[src/rtl/riscv_fetch_queue_pkg.sv]
// Shared fetch-path definitions: XLEN, NOP filler and PC step, plus the queued entry type.
// Build option RISCV_FETCH_BYPASS_EN is consumed by riscv_fetch_queue.
`ifndef RISCV_CONFIGS_DEFINED
`define RISCV_CONFIGS_DEFINED
`define XLEN 32
`define NOP_INST 32'h0000_0013
`define PC_STEP 4
`endif

package riscv_fetch_queue_pkg;
    localparam int XLEN = `XLEN;
    localparam logic [XLEN-1:0] PC_STEP    = XLEN'(`PC_STEP);
    localparam logic [XLEN-1:0] ALIGN_MASK = ~XLEN'(3);
    localparam logic [31:0]     NOP_INST   = `NOP_INST;

    typedef struct packed {
        logic [XLEN-1:0] pc;
        logic [31:0]     inst;
    } fetch_entry_t;
endpackage

[src/rtl/riscv_fetch_fifo.sv]
// Synchronous DEPTH-entry FIFO of {pc, inst} pairs with flush; pointers carry an extra wrap bit.
// Latency: write visible at head the cycle after push.
// Backpressure: push while full and pop while empty are ignored; flush wins over both.
module riscv_fetch_fifo
    import riscv_fetch_queue_pkg::*;
#(
    parameter int DEPTH = 4
) (
    input  logic                       i_clk,
    input  logic                       i_rst,
    input  logic                       push,
    input  fetch_entry_t               push_dat,
    input  logic                       pop,
    input  logic                       flush,
    output logic                       full,
    output logic                       empty,
    output logic [$clog2(DEPTH):0]     occupancy,
    output fetch_entry_t               head_dat
);
    localparam int AW = $clog2(DEPTH);

    fetch_entry_t    mem [DEPTH];
    logic [AW:0]     wr_ptr;
    logic [AW:0]     rd_ptr;

    assign occupancy = wr_ptr - rd_ptr;
    assign empty     = (wr_ptr == rd_ptr);
    assign full      = (wr_ptr[AW] != rd_ptr[AW]) && (wr_ptr[AW-1:0] == rd_ptr[AW-1:0]);
    assign head_dat  = mem[rd_ptr[AW-1:0]];

    always_ff @(posedge i_clk) begin
        if (i_rst || flush) begin
            wr_ptr <= '0;
            rd_ptr <= '0;
        end else begin
            if (push && !full)
                wr_ptr <= wr_ptr + (AW+1)'(1);
            if (pop && !empty)
                rd_ptr <= rd_ptr + (AW+1)'(1);
        end
    end

    always_ff @(posedge i_clk) begin
        if (push && !full && !flush && !i_rst)
            mem[wr_ptr[AW-1:0]] <= push_dat;
    end
endmodule

[src/rtl/riscv_fetch_queue.sv]
// In-order instruction fetch front-end: credit-limited imem requests, {pc, inst} FIFO, redirect flush.
// Latency: rvalid to o_valid 1 cycle when empty (0 with RISCV_FETCH_BYPASS_EN defined).
// Backpressure: queued + live in-flight requests capped at DEPTH; decode stalls via i_ready.
module riscv_fetch_queue
    import riscv_fetch_queue_pkg::*;
#(
    parameter logic [XLEN-1:0] RESET_PC = 32'h0000_0000,
    parameter int              DEPTH    = 4
) (
    input  logic            i_clk,
    input  logic            i_rst,
    output logic            o_imem_req,
    output logic [XLEN-1:0] o_imem_addr,
    input  logic            i_imem_gnt,
    input  logic            i_imem_rvalid,
    input  logic [31:0]     i_imem_rdata,
    input  logic            i_redirect,
    input  logic [XLEN-1:0] i_redirect_pc,
    output logic            o_valid,
    output logic [XLEN-1:0] o_pc,
    output logic [31:0]     o_inst,
    input  logic            i_ready
);
    localparam int              CW      = $clog2(DEPTH + 1);
    localparam logic [CW:0]     CAP     = (CW+1)'(DEPTH);
    localparam logic [CW-1:0]   CNT_ONE = CW'(1);

    logic [XLEN-1:0] fetch_pc;
    logic [XLEN-1:0] resp_pc;
    logic [CW-1:0]   outstanding;
    logic [CW-1:0]   discard;
    logic [CW-1:0]   occupancy;
    logic [CW:0]     live;
    logic            req_fire;
    logic            rsp_live;
    logic            rsp_keep;
    logic            bypass;
    logic            push;
    logic            pop;
    logic            full;
    logic            empty;
    fetch_entry_t    head;
    fetch_entry_t    push_dat;

    // Responses already marked for discard no longer hold a FIFO slot in reserve.
    assign live        = {1'b0, occupancy} + {1'b0, outstanding} - {1'b0, discard};
    assign o_imem_req  = !i_rst && !i_redirect && (live < CAP);
    assign o_imem_addr = fetch_pc;
    assign req_fire    = o_imem_req && i_imem_gnt;
    assign rsp_live    = i_imem_rvalid && (outstanding != '0);
    assign rsp_keep    = rsp_live && (discard == '0) && !i_redirect;

`ifdef RISCV_FETCH_BYPASS_EN
    assign bypass = empty && rsp_keep;
`else
    assign bypass = 1'b0;
`endif

    assign o_valid  = !i_rst && !i_redirect && (!empty || bypass);
    assign o_pc     = bypass ? resp_pc : head.pc;
    assign o_inst   = !o_valid ? NOP_INST : (bypass ? i_imem_rdata : head.inst);
    assign pop      = o_valid && i_ready && !empty;
    assign push     = rsp_keep && !(bypass && i_ready);
    assign push_dat = '{pc: resp_pc, inst: i_imem_rdata};

    riscv_fetch_fifo #(
        .DEPTH (DEPTH)
    ) u_fifo (
        .i_clk     (i_clk),
        .i_rst     (i_rst),
        .push      (push),
        .push_dat  (push_dat),
        .pop       (pop),
        .flush     (i_redirect),
        .full      (full),
        .empty     (empty),
        .occupancy (occupancy),
        .head_dat  (head)
    );

    always_ff @(posedge i_clk) begin
        if (i_rst) begin
            fetch_pc    <= RESET_PC & ALIGN_MASK;
            resp_pc     <= RESET_PC & ALIGN_MASK;
            outstanding <= '0;
            discard     <= '0;
        end else if (i_redirect) begin
            // Every response still owed after this cycle is stale.
            fetch_pc    <= i_redirect_pc & ALIGN_MASK;
            resp_pc     <= i_redirect_pc & ALIGN_MASK;
            outstanding <= outstanding - (rsp_live ? CNT_ONE : '0);
            discard     <= outstanding - (rsp_live ? CNT_ONE : '0);
        end else begin
            if (req_fire)
                fetch_pc <= fetch_pc + PC_STEP;
            if (rsp_keep)
                resp_pc <= resp_pc + PC_STEP;
            if (req_fire && !rsp_live)
                outstanding <= outstanding + CNT_ONE;
            else if (!req_fire && rsp_live)
                outstanding <= outstanding - CNT_ONE;
            if (rsp_live && (discard != '0))
                discard <= discard - CNT_ONE;
        end
    end

    a_no_orphan_rvalid: assert property (@(posedge i_clk) disable iff (i_rst)
        !(i_imem_rvalid && (outstanding == '0)));
    a_no_overflow: assert property (@(posedge i_clk) disable iff (i_rst)
        !(push && full && !i_redirect));
endmodule

[config.mk]
export PLATFORM = sky130hd
export DESIGN_NAME = riscv_fetch_queue
export DESIGN_NICKNAME = d
export VERILOG_FILES = /design/src/rtl/riscv_fetch_queue_pkg.sv /design/src/rtl/riscv_fetch_fifo.sv /design/src/rtl/riscv_fetch_queue.sv
export SDC_FILE = /design/constraint.sdc
export NUM_CORES = 1
export LEC_CHECK = 0
export CELL_PAD_IN_SITES_DETAIL_PLACEMENT = 0
export CELL_PAD_IN_SITES_GLOBAL_PLACEMENT = 1
export CORE_ASPECT_RATIO = 0.7
export CORE_UTILIZATION = 38
export CTS_CLUSTER_SIZE = 20
export DETAILED_ROUTE_END_ITERATION = 16
export DONT_BUFFER_PORTS = 1
export GPL_ROUTABILITY_DRIVEN = 0
export HOLD_SLACK_MARGIN = 0.06
export PLACE_DENSITY = 0.57
export RECOVER_POWER = 50
export REMOVE_ABC_BUFFERS = 1
export SYNTH_ARGS = -nofsm -noshare
export SYNTH_HDL_FRONTEND = slang
export SYNTH_SLANG_ARGS = --single-unit
[constraint.sdc]
create_clock -name i_clk -period 6.2 [get_ports i_clk]
set_input_delay 0.93 -clock i_clk [delete_from_list [all_inputs] [get_ports i_clk]]
set_output_delay 0.93 -clock i_clk [all_outputs]
set_load 0.1 [all_outputs]
Word level (Yosys, flattened, before mapping)
Memory sizes are Yosys's and may differ from the RTL's. A register that Yosys moved wholly into a read port is not among the register bits.
Cells that the tools add are included.

operators by class
  muxes and demuxes = 15
  add/sub/neg operators = 11
  $lt $le $gt $ge = 1
  equal/unequal tests = 3
  reduce and logical (&&, ||, !) cells = 32

operators by type and width
  operator               count
  $mux 32                5
  $add 32x3->32 const B  2
  $logic_and 1x1->1      17
  $mux 3                 5
  $add 3x1->3 const B    3
  $reduce_bool 3->1      3
  $logic_not 1->1        6
  $reduce_bool 2->1      3
  $sub 3x1->3 const B    2
  $add 3x3->4            1
  $lt 4x3->1 const B     1
  $mux 2                 2
  $sub 4x3->4            1
  $eq 3x3->1             1
  $logic_not 3->1        1
  $mux 1                 3
  $sub 3x1->3            1
  $sub 3x3->3            1
  $eq 2x2->1             1
  $reduce_or 2->1        1
  $logic_or 1x1->1       1
  $ne 1x1->1             1

word-level totals
  word-level logic and storage cells = 71
  register bits = 76
  input bits = 70
  bits in writable memories = 256
  memories = 1

memories
  memory      words  width  rd ports  clocked after Yosys merged registers in  wr ports  line                    source
  u_fifo.mem  4      64     1         1                                        1         riscv_fetch_fifo.sv:22  fetch_entry_t mem [DEPTH];

Longest topological paths before layout
  depth after elaboration = 11
  gate-level depth with buffers = 17
  mapped depth without buffers = 15

Cells and area by module
A second synthesis with hierarchy kept.

second synthesis, totals
  cell total of the unflattened synthesis = 948
  area total of the unflattened synthesis = 14058.5 µm²

by module, submodules not included
  module             sequential area each (µm²)  cells each  area an instance (µm²)  instances
  riscv_fetch_fifo   7847.5                      393         9746.8                  1
  riscv_fetch_queue  1321.3                      555         4311.6                  1

Worst setup path before layout
Ideal clock, no wire load.

  path kind = flip-flop to output port
  start = reg u_fifo.wr_ptr[0]
  end = out o_imem_req
  required time = 5270 ps
  cell stages (with the launch flop) = 10
  arrival time = 4054 ps
  slack = 1216 ps
  path buffers = 0
  cells stage by stage = dfxtp_1 > inv_1 > ha_1 > fa_1 > fa_1 > inv_1 > ha_1 > and3b_1 > or4_1 > a21oi_1

between the ends
  word-level cells in the longest chain between the ends = 5

RTL lines
  element                 line                     source
  start, declared         riscv_fetch_fifo.sv:23   logic [AW:0] wr_ptr;
  start signal, assigned  riscv_fetch_fifo.sv:37   wr_ptr <= wr_ptr + (AW+1)'(1);
  $sub 3x3->3             riscv_fetch_fifo.sv:26   assign occupancy = wr_ptr - rd_ptr;
  $add 3x3->4             riscv_fetch_queue.sv:46  assign live = {1'b0, occupancy} + {1'b0, outstanding} - {1'b0, discard};
  $sub 4x3->4             riscv_fetch_queue.sv:46
  $lt 4x3->1              riscv_fetch_queue.sv:47  assign o_imem_req = !i_rst && !i_redirect && (live < CAP);
  $logic_and 1x1->1       riscv_fetch_queue.sv:47
  end, declared           riscv_fetch_queue.sv:12  output logic o_imem_req,

Every way passes these cells.

Worst setup path in the final report
Same ends and word-level chain as after synthesis.

==> metrics.md <==
| Metric | Value |
|---|---|
| PostCTS Resize Cnt | `0` |
| Met2 usage | `27.7%` |
| Worst vdd ir | `176 uV` |
| Register area share after synthesis | `65.3%` |
| HPWL Detailed | `21600 um` |
| Largest net degree at the start of global routing | `78` |
| CTS tree | `yes` |
| Reg clk slew, reported paths | `70 ps` |
| Cell taking the most area after synthesis | `edfxtp_1` |
| Smallest hold slack | `481 ps` |
| Endpoints failing hold | `0` |
| IO Pins | `168` |
| Fill cell total of the finished layout | `3219` |
| Hold Path Cell Cnt | `1` |
| Critical Path, Cell by Cell | `inv_1 > ha_1 > fa_1 > fa_1 > inv_1 > ha_1 > and3b_1 > or4_1 > a21oi_2 > buf_4` |
| Max clock buf depth | `3` |
| Hold Path End | `o_imem_addr[20]$_SDFFE_PP0P_` |
| CP max stage delay | `530 ps` |
| Crit end category | `output pin` |
| EDFF count, synth | `248` |
| Ys flop type | `edfxtp_1` |
| Clk root buf | `clkbuf_16` |
| Max-cap violation count | `4` |
| Fmax | `215 MHz` |
| Final Setup Violations | `0` |
| Power per cell area | `326 mW/mm^2` |
| Met3 Track Usage GR | `5.38%` |
| Total Wirelength | `34000 um` |
| Post-synth top area share | `54.4%` |
| Hold Crit Class | `in2reg` |
| Pre-antenna DRT Iters | `4` |
| Flop and latch count out of synthesis | `322` |
| Die Wd | `229 um` |
| Cts hold-fix bufs | `0` |
| Vias in the first global route | `7819` |
| DRC | `0` |
| Tcrit/Tclk final | `75.2%` |
| R2r setup slk | `1730 ps` |
| Clk_lat worst skew | `530 ps` |
| First-pass GRT wire length | `50700 um` |
| Data arrival, critical path | `3730 ps` |
| GRT Overall Usage | `18.5%` |
| Most common cell in the netlist | `edfxtp_1` |
| Max FO, Critical Path | `6` |
| Avg Cell Area, Syn | `14.7 um^2` |
| Critical-path top delay cell | `or4_1` |
| DRT iter0 DRCs | `490` |
| Core region area | `0.0351 mm^2` |
| Setup skew after layout | `11.0 ps` |
| Die ar. | `0.0368 mm^2` |
| Post-CTS Setup Inserts | `0` |
| Setup TNS | `0 ps` |
| Antenna violations before repair | `0` |
| Worst setup path class | `reg2out` |
| Yosys Warn Count | `0` |
| Worst hold start | `i_rst` |
| Worst slew pin tran | `3630 ps` |
| Chip height | `161 um` |
| Gr busiest metal | `met2` |
| IO Port Bufs | `0` |
| Rel. slew slack | `-142%` |
| FFs w/ async S/R, synth | `0%` |
| Antenna violation net count after detailed routing | `0` |
| Reg2reg path depth | `15` |
| Slew Viols, Final | `100` |
| CP required | `5270 ps` |
| Status | `finished, violations left` |
| Clock tree sinks | `322` |
| Antenna cells | `0` |
| GR Util met1 | `26.4%` |
| Vias per std cell | `5.54` |
| Starting Density | `39.0%` |
| Worst reg2reg path endpoint | `outstanding[2]$_SDFFE_PP0P_` |
| Unrepaired setup endpoints after global routing | `no` |
| Vias | `7942` |
| Placed cells | `1372` |
| Ratio of cells with drive above 1 in the final layout | `14.3%` |
| Reg-to-reg critical path startpoint | `u_fifo.wr_ptr[0]$_SDFFE_PP0P_` |
| Failing checks | `capacitance limit, slew limit` |
| Mapped Area | `0.0137 mm^2` |
| Site row count | `57` |
| Tmin final | `4660 ps` |
| Cell variety after synth | `59` |
| Cts bufs inserted | `35` |
| Area grow syn2layout | `11.9%` |
| Total global routing overflow | `0` |
| Fin cells | `1433` |
| Synth Instances | `928` |
| # nets final | `1027` |
| H-Tree Depth | `2` |
| Synth top area cells | `edfxtp_1 54%, dfxtp_1 11%, mux4_2 10%, nand2_1 1.7%, and2_1 1.6%` |
| Pleak | `4.74 nW` |
| Post-DR wirelength/cell | `23.7 um` |
| Startpoint Class | `flop` |
| Most common library cells after synthesis | `248 x edfxtp_1, 74 x dfxtp_1, 63 x nand2_1` |
-- cell usage in the layout (no fill, tap or decap), drive strengths merged, types with 17 or more instances in the layout --
master	instances
nand3	34
or3	21
clkbuf	56
nor2	40
a21oi	17
and2	34
nand4	18
o211ai	19
inv	31
mux4	62
edfxtp	248
a31oi	24
nand2	63
dfxtp	74
nor4	18
-- flip-flops by register name, indices dropped and copies added (netlist names), named ones only --
signal and count:
outstanding 3, o_imem_addr 30, u_fifo.mem 248, resp_pc 30, discard 3, u_fifo.wr_ptr 3
u_fifo.rd_ptr 3
-- worst max-delay path: cells and delay by family, from the launching register on --
kind	cells	cell delay (ps)
buffers and inverters	3	450
AOI/OAI and AO/OA	1	150
adders and majority gates	4	1430
and+or+nand+nor	2	770
DFF	1	400
-- through the flow --
step	cell area [um^2]	setup WS, ps	power [mW]	utilization, %
6_report	15300	1540	4.98	43.6
5_1_grt	15300	1220	5.17	43.6
4_1_cts	15300	1510	5.04	43.7
3_5_place_dp	14300	1800	3.02	40.6
3_3_place_gp	14300	1810	3.02	40.6
2_1_floorplan	13500	1220	2.90	-
-- power breakdown --
group,internal (mW),switching [mW]
clock network,1.18,0.837
logic,0.131,0.312
registers,2.39,0.140
-- cell type report --
cell class	count	area, um^2	share of cell area (%)
sequential	322	8940	58.4
multi-input combinational	527	4440	29.0
clock buffer	49	970	6.33
tap	472	591	3.86
timing repair buffer	21	131	0.858
clock inverter	12	126	0.826
inverter	30	113	0.736
-- routing by layer --
| layer | vias up | part of all wire [%] |
|---|---|---|
| li1 | 3658 | - |
| met3 | 46 | 6.7 |
| met2 | 183 | 45 |
| met4 | 0 | 1.8 |
| met1 | 4055 | 47 |
| met5 | - | 0 |
-- worst max path at each step --
stage | start | to | slack, ps | cells after the start
after floorplan | u_fifo.wr_ptr[0]$_SDFFE_PP0P_ | o_imem_req | 1220 | 9
after global placement | u_fifo.wr_ptr[0]$_SDFFE_PP0P_ | outstanding[2]$_SDFFE_PP0P_ | 1810 | 15
after detailed placement | u_fifo.wr_ptr[0]$_SDFFE_PP0P_ | outstanding[2]$_SDFFE_PP0P_ | 1800 | 15
after CTS | u_fifo.wr_ptr[0]$_SDFFE_PP0P_ | o_imem_req | 1510 | 10
after global routing | discard[0]$_SDFFE_PP0P_ | u_fifo.mem[1][49]$_DFFE_PP_ | 1220 | 6
final | u_fifo.wr_ptr[0]$_SDFFE_PP0P_ | o_imem_req | 1540 | 10
-- kinds of logic after synthesis --
kind of cell,count (synthesis),synth area share (%)
flops,322,65.3
simple gates,282,11.2
other cells,1,0.0274
fa+ha+maj,20,2.05
compound gates,121,6.27
xor+xnor,31,1.98
buf+inv,82,2.45
mux,69,10.7
Note: power is estimated with default switching activity, not from simulation.
